==> config.mk <==
export PLATFORM = sky130hd
export DESIGN_NAME = control_sequencer
export DESIGN_NICKNAME = d
export VERILOG_FILES = /design/src/rtl/cpu_pkg.sv /design/src/rtl/reg_field_decoder.sv /design/src/rtl/control_sequencer.sv
export SDC_FILE = /design/constraint.sdc
export NUM_CORES = 1
export LEC_CHECK = 0
export CAP_MARGIN = 20
export CORE_UTILIZATION = 45
export CTS_CLUSTER_SIZE = 25
export DETAILED_ROUTE_END_ITERATION = 10
export GPL_TIMING_DRIVEN = 0
export HOLD_SLACK_MARGIN = 0.12
export PLACE_DENSITY = 0.82
export SYNTH_ARGS = -nofsm -noshare
export SYNTH_HDL_FRONTEND = slang
export SYNTH_SLANG_ARGS = --single-unit
==> constraint.sdc <==
create_clock -name clk -period 4.44 [get_ports clk]
set_clock_uncertainty 0.1 [all_clocks]
set_input_delay 0.666 -clock clk [delete_from_list [all_inputs] [get_ports clk]]
set_output_delay 0.666 -clock clk [all_outputs]
set_load 0.02 [all_outputs]
==> src/rtl/cpu_pkg.sv <==
// Shared encodings for the hardwired control sequencer: opcodes, FSM states,
// ctl/alu_op bit positions and opcode classification helpers.
package cpu_pkg;

   localparam int CTL_W = 16;
   localparam int ALU_W = 13;

   localparam logic [4:0] OP_ADD  = 5'b00011;
   localparam logic [4:0] OP_SUB  = 5'b00100;
   localparam logic [4:0] OP_AND  = 5'b00101;
   localparam logic [4:0] OP_OR   = 5'b00110;
   localparam logic [4:0] OP_ROR  = 5'b00111;
   localparam logic [4:0] OP_ROL  = 5'b01000;
   localparam logic [4:0] OP_SHR  = 5'b01001;
   localparam logic [4:0] OP_SHRA = 5'b01010;
   localparam logic [4:0] OP_SHL  = 5'b01011;
   localparam logic [4:0] OP_MUL  = 5'b01111;
   localparam logic [4:0] OP_DIV  = 5'b10000;
   localparam logic [4:0] OP_NEG  = 5'b10001;
   localparam logic [4:0] OP_NOT  = 5'b10010;
   localparam logic [4:0] OP_NOP  = 5'b11010;
   localparam logic [4:0] OP_HALT = 5'b11011;

   localparam logic [3:0] ST_RST  = 4'd0;
   localparam logic [3:0] ST_F0   = 4'd1;
   localparam logic [3:0] ST_F1   = 4'd2;
   localparam logic [3:0] ST_F2   = 4'd3;
   localparam logic [3:0] ST_F3   = 4'd4;
   localparam logic [3:0] ST_E1   = 4'd5;
   localparam logic [3:0] ST_E2   = 4'd6;
   localparam logic [3:0] ST_E3   = 4'd7;
   localparam logic [3:0] ST_E4   = 4'd8;
   localparam logic [3:0] ST_HALT = 4'd9;

   localparam int CTL_PCIN     = 15;
   localparam int CTL_PCOUT    = 14;
   localparam int CTL_IRIN     = 13;
   localparam int CTL_YIN      = 12;
   localparam int CTL_ZIN      = 11;
   localparam int CTL_MARIN    = 10;
   localparam int CTL_MDRIN    = 9;
   localparam int CTL_MDROUT   = 8;
   localparam int CTL_HIIN     = 7;
   localparam int CTL_HIOUT    = 6;
   localparam int CTL_LOIN     = 5;
   localparam int CTL_LOOUT    = 4;
   localparam int CTL_INCPC    = 3;
   localparam int CTL_ZHIGHOUT = 2;
   localparam int CTL_ZLOWOUT  = 1;
   localparam int CTL_READ     = 0;

   localparam int ALU_AND  = 12;
   localparam int ALU_OR   = 11;
   localparam int ALU_NEG  = 10;
   localparam int ALU_NOT  = 9;
   localparam int ALU_SUB  = 8;
   localparam int ALU_ADD  = 7;
   localparam int ALU_MUL  = 6;
   localparam int ALU_ROR  = 5;
   localparam int ALU_DIV  = 4;
   localparam int ALU_SHL  = 3;
   localparam int ALU_SHR  = 2;
   localparam int ALU_SHRA = 1;
   localparam int ALU_ROL  = 0;

   typedef enum logic [2:0] {
      CLS_TWO,
      CLS_MULDIV,
      CLS_UNARY,
      CLS_NOP,
      CLS_HALT,
      CLS_ILLEGAL
   } op_class_t;

   // Selects which execute micro-sequence an opcode follows.
   function automatic op_class_t op_class(input logic [4:0] opc);
      op_class_t c;
      case (opc)
         OP_ADD, OP_SUB, OP_AND, OP_OR, OP_ROR,
         OP_ROL, OP_SHR, OP_SHRA, OP_SHL: c = CLS_TWO;
         OP_MUL, OP_DIV:                  c = CLS_MULDIV;
         OP_NEG, OP_NOT:                  c = CLS_UNARY;
         OP_NOP:                          c = CLS_NOP;
         OP_HALT:                         c = CLS_HALT;
         default:                         c = CLS_ILLEGAL;
      endcase
      return c;
   endfunction

   function automatic logic [ALU_W-1:0] alu_onehot(input logic [4:0] opc);
      logic [ALU_W-1:0] r;
      r = '0;
      case (opc)
         OP_AND:  r[ALU_AND]  = 1'b1;
         OP_OR:   r[ALU_OR]   = 1'b1;
         OP_NEG:  r[ALU_NEG]  = 1'b1;
         OP_NOT:  r[ALU_NOT]  = 1'b1;
         OP_SUB:  r[ALU_SUB]  = 1'b1;
         OP_ADD:  r[ALU_ADD]  = 1'b1;
         OP_MUL:  r[ALU_MUL]  = 1'b1;
         OP_ROR:  r[ALU_ROR]  = 1'b1;
         OP_DIV:  r[ALU_DIV]  = 1'b1;
         OP_SHL:  r[ALU_SHL]  = 1'b1;
         OP_SHR:  r[ALU_SHR]  = 1'b1;
         OP_SHRA: r[ALU_SHRA] = 1'b1;
         OP_ROL:  r[ALU_ROL]  = 1'b1;
         default: r = '0;
      endcase
      return r;
   endfunction

endpackage

==> src/rtl/reg_field_decoder.sv <==
// Turns a 4-bit register field into a gated one-hot R0..R15 strobe vector.
module reg_field_decoder (
   input  logic [3:0]  idx,
   input  logic        en,
   output logic [15:0] onehot
);

   always_comb begin
      onehot = '0;
      if (en) onehot[idx] = 1'b1;
   end

endmodule

==> src/rtl/control_sequencer.sv <==
// Hardwired Moore control unit: fetch F0..F3, per-opcode execute E1..E4,
// fetch timeout and illegal-opcode fault, retired-instruction counter.
module control_sequencer
   import cpu_pkg::*;
#(
   parameter int FETCH_TIMEOUT = 16,
   parameter int CNT_W         = 32
) (
   input  logic             clk,
   input  logic             clr,
   input  logic [31:0]      ir,
   input  logic             mem_ready,
   output logic [15:0]      reg_in,
   output logic [15:0]      reg_out,
   output logic [CTL_W-1:0] ctl,
   output logic [ALU_W-1:0] alu_op,
   output logic             run,
   output logic             err,
   output logic [CNT_W-1:0] retired
);

   localparam int WAIT_W = $clog2(FETCH_TIMEOUT) + 1;

   logic [3:0]        state;
   logic [3:0]        nxt_state;
   logic [WAIT_W-1:0] wait_cnt;
   logic [4:0]        opc;
   logic [3:0]        ra;
   logic [3:0]        rb;
   logic [3:0]        rc;
   logic              unused_ir;
   op_class_t         cls;
   logic              timeout_hit;
   logic              illegal_hit;
   logic              last_exec;
   logic              out_en;
   logic              in_en;
   logic [3:0]        out_idx;
   logic [3:0]        in_idx;

   assign opc       = ir[31:27];
   assign ra        = ir[26:23];
   assign rb        = ir[22:19];
   assign rc        = ir[18:15];
   assign unused_ir = ^ir[14:0];
   assign cls       = op_class(opc);

   assign timeout_hit = (state == ST_F2) && !mem_ready &&
                        (wait_cnt == WAIT_W'(FETCH_TIMEOUT - 1));
   assign illegal_hit = (state == ST_E1) && (cls == CLS_ILLEGAL);

   // Final execute cycle differs per class; this is where an instruction retires.
   assign last_exec = ((state == ST_E1) && (cls == CLS_NOP))    ||
                      ((state == ST_E2) && (cls == CLS_UNARY))  ||
                      ((state == ST_E3) && (cls == CLS_TWO))    ||
                      ((state == ST_E4) && (cls == CLS_MULDIV));

   always_comb begin
      nxt_state = state;
      case (state)
         ST_RST: nxt_state = ST_F0;
         ST_F0:  nxt_state = ST_F1;
         ST_F1:  nxt_state = ST_F2;
         ST_F2: begin
            if (mem_ready)        nxt_state = ST_F3;
            else if (timeout_hit) nxt_state = ST_HALT;
            else                  nxt_state = ST_F2;
         end
         ST_F3:  nxt_state = ST_E1;
         ST_E1: begin
            case (cls)
               CLS_TWO, CLS_MULDIV, CLS_UNARY: nxt_state = ST_E2;
               CLS_HALT:                       nxt_state = ST_HALT;
               default:                        nxt_state = ST_F0;
            endcase
         end
         ST_E2:  nxt_state = (cls == CLS_TWO || cls == CLS_MULDIV) ? ST_E3 : ST_F0;
         ST_E3:  nxt_state = (cls == CLS_MULDIV) ? ST_E4 : ST_F0;
         ST_E4:  nxt_state = ST_F0;
         ST_HALT: nxt_state = ST_HALT;
         default: nxt_state = ST_RST;
      endcase
   end

   always_ff @(posedge clk) begin
      if (clr) begin
         state    <= ST_RST;
         wait_cnt <= '0;
         err      <= 1'b0;
         retired  <= '0;
      end else begin
         state <= nxt_state;
         if ((state == ST_F2) && !mem_ready) wait_cnt <= wait_cnt + WAIT_W'(1);
         else                                wait_cnt <= '0;
         if (timeout_hit || illegal_hit) err <= 1'b1;
         if (last_exec) retired <= retired + CNT_W'(1);
      end
   end

   // Output decode depends only on state and ir so the machine stays Moore.
   always_comb begin
      ctl     = '0;
      alu_op  = '0;
      out_en  = 1'b0;
      out_idx = rb;
      in_en   = 1'b0;
      in_idx  = ra;
      case (state)
         ST_F0: begin
            ctl[CTL_PCOUT] = 1'b1;
            ctl[CTL_MARIN] = 1'b1;
            ctl[CTL_INCPC] = 1'b1;
            ctl[CTL_ZIN]   = 1'b1;
         end
         ST_F1: begin
            ctl[CTL_ZLOWOUT] = 1'b1;
            ctl[CTL_PCIN]    = 1'b1;
         end
         ST_F2: begin
            ctl[CTL_READ]  = 1'b1;
            ctl[CTL_MDRIN] = 1'b1;
         end
         ST_F3: begin
            ctl[CTL_MDROUT] = 1'b1;
            ctl[CTL_IRIN]   = 1'b1;
         end
         ST_E1: begin
            case (cls)
               CLS_TWO: begin
                  out_en       = 1'b1;
                  out_idx      = rb;
                  ctl[CTL_YIN] = 1'b1;
               end
               CLS_MULDIV: begin
                  out_en       = 1'b1;
                  out_idx      = ra;
                  ctl[CTL_YIN] = 1'b1;
               end
               CLS_UNARY: begin
                  out_en       = 1'b1;
                  out_idx      = rb;
                  alu_op       = alu_onehot(opc);
                  ctl[CTL_ZIN] = 1'b1;
               end
               default: ;
            endcase
         end
         ST_E2: begin
            case (cls)
               CLS_TWO: begin
                  out_en       = 1'b1;
                  out_idx      = rc;
                  alu_op       = alu_onehot(opc);
                  ctl[CTL_ZIN] = 1'b1;
               end
               CLS_MULDIV: begin
                  out_en       = 1'b1;
                  out_idx      = rb;
                  alu_op       = alu_onehot(opc);
                  ctl[CTL_ZIN] = 1'b1;
               end
               CLS_UNARY: begin
                  ctl[CTL_ZLOWOUT] = 1'b1;
                  in_en            = 1'b1;
                  in_idx           = ra;
               end
               default: ;
            endcase
         end
         ST_E3: begin
            if (cls == CLS_TWO) begin
               ctl[CTL_ZLOWOUT] = 1'b1;
               in_en            = 1'b1;
               in_idx           = ra;
            end else if (cls == CLS_MULDIV) begin
               ctl[CTL_ZLOWOUT] = 1'b1;
               ctl[CTL_LOIN]    = 1'b1;
            end
         end
         ST_E4: begin
            if (cls == CLS_MULDIV) begin
               ctl[CTL_ZHIGHOUT] = 1'b1;
               ctl[CTL_HIIN]     = 1'b1;
            end
         end
         default: ;
      endcase
   end

   assign run = (state != ST_HALT);

   reg_field_decoder u_out_dec (
      .idx    (out_idx),
      .en     (out_en),
      .onehot (reg_out)
   );

   reg_field_decoder u_in_dec (
      .idx    (in_idx),
      .en     (in_en),
      .onehot (reg_in)
   );

endmodule

==> results of run 1 <==
-- cell type report --
cell class,instances,area share (%)
timing repair buffer,110,22.7
tap,99,2.65
clock inverter,1,0.641
sequential,42,18.0
inverter,20,1.60
clock buffer,6,1.76
multi-input combinational,343,48.9
buffer,35,3.79
-- critical path, stage by stage --
cell and delay, ps:
sky130_fd_sc_hd__clkdlybuf4s50_1 520, sky130_fd_sc_hd__inv_1 80, sky130_fd_sc_hd__ha_1 350, sky130_fd_sc_hd__or3b_4 420, sky130_fd_sc_hd__a2111oi_4 420, sky130_fd_sc_hd__or2_4 230, sky130_fd_sc_hd__nand3b_1 150, sky130_fd_sc_hd__nor2_1 130
sky130_fd_sc_hd__clkdlybuf4s50_1 620
-- stage by stage --
| step | area, um2 | hold WS (ps) | power, mW |
|---|---|---|---|
| global placement | 4560 | 329 | 0.522 |
| floorplan | 3360 | 318 | 0.474 |
| finish | 4680 | 360 | 0.837 |
| detailed placement | 4560 | 346 | 0.525 |
| global route | 4680 | 389 | 0.870 |
| CTS | 4660 | 360 | 0.839 |
-- what timing repair did --
item | 4_1_cts | 5_1_grt
setup buffers | 0 | 2
resized for setup | 32 | 43
pin swaps | 0 | 2
setup endpoints to repair | 34 | 27
hold buffers | 0 | 0
-- layout by cell type, fill, tap and decap left out, drive strengths merged, types with 11 or more instances in the layout --
cell and instances:
a211oi 14, nor3 31, inv 20, nor2 63, nand2b 11, nand3 14, nor2b 25, clkbuf 33
clkdlybuf4s50 79, nand2 20, buf 19, a21oi 22, dfxtp 42, mux2 30
-- path summary, 6_finish.rpt --
path	start	end	cells after the start
worst min register to register	wait_cnt[0]	wait_cnt[0]	1
worst max register to register	state[0]	retired[27]	7
worst min-delay path	wait_cnt[0]	wait_cnt[0]	1
worst max-delay path	ir[27]	reg_in[6]	9
-- logic make-up (layout without fill, tap and decap cells) --
family / count (synthesis) / count (layout) / share of synthesized area, %
compound gates: 84 / 84 / 19.2
xor+xnor: 2 / 2 / 0.522
fa+ha+maj: 7 / 7 / 2.61
buf+inv: 57 / 172 / 7.65
flops: 42 / 42 / 25.1
mux: 33 / 33 / 11.0
other cells: 1 / 2 / 0.112
simple gates: 215 / 215 / 33.9
-- flip-flops by register name, summed over array words and instances (netlist names) --
| signal | flops |
|---|---|
| retired | 32 |
| err | 1 |
| state | 4 |
| wait_cnt | 5 |
-- layer usage --
layer | vias to the layer above | routed length [um] | GRT usage (%)
li1 | 1802 | - | -
met1 | 1737 | 4220 | 30.7
met2 | 144 | 4790 | 43.3
met3 | 14 | 727 | 5.04
met4 | 0 | 174 | 10.4
met5 | - | 0 | 0
-- power groups by stage --
stage                     clock, mW  combinational (mW)  sequential (mW)
after global placement            0               0.132            0.389
after global routing          0.337               0.152            0.381
after CTS                     0.321               0.137            0.380
after floorplan                   0              0.0846            0.389
after detailed placement          0               0.136            0.389
final                         0.316               0.140            0.381
==> results.json, run 1 <==
{
  "timing_hold_violations_final": 0,
  "htree_levels": 2,
  "cellInternalPower_mw": 0.616,
  "run_status": "finished, violations left",
  "ys_top_cells_by_count": "63 x sky130_fd_sc_hd__nor2_1, 42 x sky130_fd_sc_hd__dfxtp_1, 31 x sky130_fd_sc_hd__nor3_1",
  "timing.setup.tns_ps": 0,
  "final_layout_size_suffix_gt1_share_pct": 10.6,
  "synth.lib_cells_used.distinct": 62,
  "power.share.clock_pct": 37.8,
  "report.final.slew_viol_count": 0,
  "drt-total-wl_um": 9910,
  "period_needed_ps": 4340,
  "cp_data_required_time_ps": 3670,
  "grt_pass1_wl_um": 15600,
  "ant_nets": 0,
  "cts.sink_count": 42,
  "drc_errors_left": 2,
  "detailedRoute.firstIterationViolations": 184,
  "synth_area_per_cell_um2": 7.60,
  "setup.worst_path.end_class": "output pin",
  "drt_pre_antenna_iters": 8,
  "synth_warnings": 0,
  "timing.final.ws_setup_ps": 99.0,
  "initial_util_pct": 46.5,
  "swShare_pct": 26.4,
  "routed_via_density": 5.64,
  "cp_max_fo": 7,
  "synthesis.area_um2": 3350,
  "worst_ir_drop_vdd_mv": 0.144,
  "critical_path_class": "in -> out",
  "clock_pin_slew_of_the_registers_on_the_worst_case_setup_and_hold_paths_ps": 80,
  "boundaryPins": 130,
  "die-area_um2": 7800,
  "clock_tree.root_cell": "sky130_fd_sc_hd__clkbuf_8",
  "final.fill_count": 637,
  "edff_count_synth": 0,
  "antenna_found_initial": 0,
  "synthFlopType": "sky130_fd_sc_hd__dfxtp_1",
  "post-route-period-util_pct": 97.8,
  "floorplan.die.height_um": 88.3,
  "overflow": 0,
  "clock_insertion_delay_worst_skew_ps": 300,
  "postSynthCellCount": 441,
  "worst_slew_pin_slew_ps": 956,
  "number_of_buffer_cells_added_on_primary_ports": 108,
  "std_cell_rows": 31,
  "synth_sequential_area_ratio_pct": 25.1,
  "switching_power_mw": 0.221,
  "timing.critical_path.arrival_ps": 3580,
  "layoutNonFillerInstCount": 656,
  "share_comb_of_total_power_pct": 16.8,
  "register_area_um2": 841,
  "design.final.nets": 599,
  "post_drt_wl_per_cell_um": 15.1,
  "max_clock_freq_mhz": 230,
  "failed_checks": "design-rule violations",
  "post-synth-top-area-fraction_pct": 25.1,
  "grt_util_all_layers_pct": 25.2,
  "pwr_dens_nw_per_um2": 179,
  "number_of_violations_of_the_max_capacitance_limit": 0,
  "worst_slew_margin_rel_pct": 36.1,
  "reg2reg_slack_ps": 1490,
  "num_vias": 3697,
  "hpwl_um": 7500,
  "synth_area_leader_cell": "sky130_fd_sc_hd__dfxtp_1",
  "chipWidth_um": 88.3,
  "area_delta_synth_final_pct": 39.6,
  "numCtsBuffers": 5,
  "grt_start_max_net_pins": 13,
  "multiInputGateArea_um2": 2290,
  "max_root_sink_buffers": 2,
  "ys_ff_latch": 42,
  "place.gp.congestion": 0.846,
  "synth.most_common_cell": "sky130_fd_sc_hd__nor2_1",
  "power.share.sequential_pct": 45.5,
  "insertedDiodeCount": 0,
  "cts_tree": "yes",
  "core_um2": 7210,
  "post-place-cells": 649,
  "synth.top_cells.by_area": "sky130_fd_sc_hd__dfxtp_1 25%, sky130_fd_sc_hd__mux2_1 8.7%, sky130_fd_sc_hd__nor2_1 7.1%",
  "final_core_util_pct": 64.9,
  "synthArstFlopShare_pct": 0,
  "setup_viol_count_final": 0,
  "dp_slack_ps": -389,
  "worst_setup_path_start_kind": "primary input",
  "power.leakage_nw": 1.82,
  "first_global_vias": 3342,
  "worstHoldPathType": "reg -> reg"
}
No activity file was read; power rests on OpenSTA's default activity.
==> inputs of run 2 (changes only) <==
Settings changed: CORE_UTILIZATION 45 to 40, PLACE_DENSITY 0.82 to 0.77.
Clock period 4.44 ns to 3.7 ns, I/O delays scaled along.
==> run 2 against run 1 <==
Effect of this change:
- the flow now finishes without violations
- core utilization fell by 6.9 points
- clock power rose by 12%
- global-route usage fell by 2.2 points
==> results.json, run 2 (synthesis results as in run 1) <==
{
  "clock_tree.root_cell": "sky130_fd_sc_hd__clkbuf_8",
  "grt_setup_unrepaired": "false",
  "dp_slack_ps": -920,
  "area_delta_synth_final_pct": 41.4,
  "ant_nets": 0,
  "timing.critical_path.arrival_ps": 2880,
  "share_comb_of_total_power_pct": 18.1,
  "max_clock_freq_mhz": 283,
  "cellInternalPower_mw": 0.717,
  "power.share.clock_pct": 35.7,
  "regMostFlops": "retired",
  "worst_slew_pin_slew_ps": 661,
  "whs_path_depth": 1,
  "initial_util_pct": 41.0,
  "worstHoldPathType": "reg -> reg",
  "core_um2": 8180,
  "run_status": "finished clean",
  "floorplan.die.height_um": 93.6,
  "detailedRoute.firstIterationViolations": 164,
  "cts.sink_count": 42,
  "max_root_sink_buffers": 2,
  "critical_path_class": "in -> out",
  "min_to": "wait_cnt[0]",
  "post_drt_wl_per_cell_um": 15.3,
  "period_needed_ps": 3540,
  "number_of_violations_of_the_max_capacitance_limit": 0,
  "swShare_pct": 27.4,
  "finalPower_mw": 0.988,
  "power.leakage_nw": 1.79,
  "final_layout_size_suffix_gt1_share_pct": 16.4,
  "worst_ir_drop_vdd_mv": 0.204,
  "clock_insertion_delay_worst_skew_ps": 300,
  "routed_via_density": 5.59,
  "switching_power_mw": 0.271,
  "timing.final.ws_setup_ps": 163,
  "final.fill_count": 747,
  "cp_max_fo": 10,
  "insertedDiodeCount": 0,
  "chipWidth_um": 93.6,
  "reg.largest.list": "retired (32), wait_cnt (5), state (4)",
  "clock_pin_slew_of_the_registers_on_the_worst_case_setup_and_hold_paths_ps": 80,
  "grt_start_max_net_pins": 13,
  "boundaryPins": 130,
  "final_core_util_pct": 58.0,
  "reg2regPathDepth": 7,
  "num_vias": 3731,
  "die-area_um2": 8750,
  "grt_pass1_wl_um": 16300,
  "design.final.nets": 603,
  "report.final.slew_viol_count": 0,
  "reg2reg_from": "state[2]",
  "grt_util_all_layers_pct": 23.0,
  "drt_pre_antenna_iters": 5,
  "cp_data_required_time_ps": 3040,
  "drc_errors_left": 0,
  "htree_levels": 2,
  "final_common_cell": "sky130_fd_sc_hd__clkdlybuf4s50_1",
  "number_of_buffer_cells_added_on_primary_ports": 108,
  "cts_tree": "yes",
  "overflow": 0,
  "worst_setup_path_start_kind": "primary input",
  "timing.setup.tns_ps": 0,
  "r2r_end": "retired[30]",
  "std_cell_rows": 33,
  "first_global_vias": 3476,
  "most_used_cells_in_the_layout_excluding_fill_and_tap_cells": "68 x sky130_fd_sc_hd__clkdlybuf4s50_1, 63 x sky130_fd_sc_hd__nor2_1, 42 x sky130_fd_sc_hd__dfxtp_1",
  "reg2reg_slack_ps": 910,
  "antenna_found_initial": 0,
  "setup_viol_count_final": 0,
  "setup.worst_path.end_class": "output pin",
  "hold-worst-slack_ps": 372,
  "drt-total-wl_um": 10200,
  "timing_hold_violations_final": 0,
  "pwr_dens_nw_per_um2": 208,
  "cts_hold_repair.buffers": 0,
  "worst_slew_margin_rel_pct": 55.8,
  "place.gp.congestion": 0.830,
  "post-route-period-util_pct": 95.6,
  "largest_reg_flops": 32,
  "numCtsBuffers": 5,
  "min-delay-start": "wait_cnt[0]",
  "power.share.sequential_pct": 46.2,
  "hpwl_um": 7530
}
[run 2: metal layers]
| layer | track usage, % | up-vias | part of all wire, % |
|---|---|---|---|
| met1 | 27.5 | 1764 | 43 |
| met2 | 42.4 | 148 | 50 |
| li1 | - | 1806 | - |
| met5 | 0 | - | 0 |
| met3 | 2.93 | 13 | 6.3 |
| met4 | 6.79 | 0 | 1.1 |
[run 2: worst max-delay path by stage]
| stage | from | to | slack [ps] | cells past startpoint |
|---|---|---|---|---|
| floorplan | ir[27] | reg_out[1] | 290 | 8 |
| global placement | ir[27] | reg_out[14] | -830 | 10 |
| detailed placement | ir[27] | reg_out[6] | -920 | 10 |
| CTS | state[1] | reg_out[9] | 140 | 9 |
| global route | ir[27] | reg_out[9] | 2 | 10 |
| finish | ir[27] | reg_out[9] | 160 | 10 |
[run 2: timing repair]
item	4_1_cts	5_1_grt
resized for setup	161	6
setup buffers	4	0
endpoints found under the setup margin	40	10
pin swaps	11	0
gates cloned	1	0
[run 2: worst max-delay path: stages]
cell and delay [ps]:
sky130_fd_sc_hd__dlygate4sd2_1 270, sky130_fd_sc_hd__ha_1 240, sky130_fd_sc_hd__clkbuf_4 190, sky130_fd_sc_hd__or2_2 300, sky130_fd_sc_hd__a21o_1 190, sky130_fd_sc_hd__a221o_1 390, sky130_fd_sc_hd__nand3b_1 190, sky130_fd_sc_hd__buf_4 170
sky130_fd_sc_hd__nor3_1 180, sky130_fd_sc_hd__buf_2 200
[run 2: layout make-up]
type / count / area, um2 / area share [%]
multi-input cells: 343 / 2380 / 50.2
well taps: 105 / 131 / 2.77
repair buffers: 113 / 1010 / 21.2
clock buffers: 8 / 110 / 2.32
inverters: 20 / 75.1 / 1.58
plain buffers: 36 / 196 / 4.14
flip-flops and latches: 42 / 841 / 17.7
[run 2: through the flow]
stage / std cells / instance area (um2)
after floorplan: 442 / 3360
after global placement: 655 / 4570
after detailed placement: 655 / 4570
after CTS: 667 / 4730
after global routing: 667 / 4740
final: 667 / 4740
[run 2: power groups by stage]
| stage | combinational (mW) | sequential, mW | clock, mW |
|---|---|---|---|
| 6_report | 0.179 | 0.456 | 0.353 |
| 5_1_grt | 0.193 | 0.457 | 0.370 |
| 4_1_cts | 0.176 | 0.456 | 0.357 |
| 3_5_place_dp | 0.164 | 0.467 | 0 |
| 3_3_place_gp | 0.160 | 0.467 | 0 |
| 2_1_floorplan | 0.102 | 0.467 | 0 |
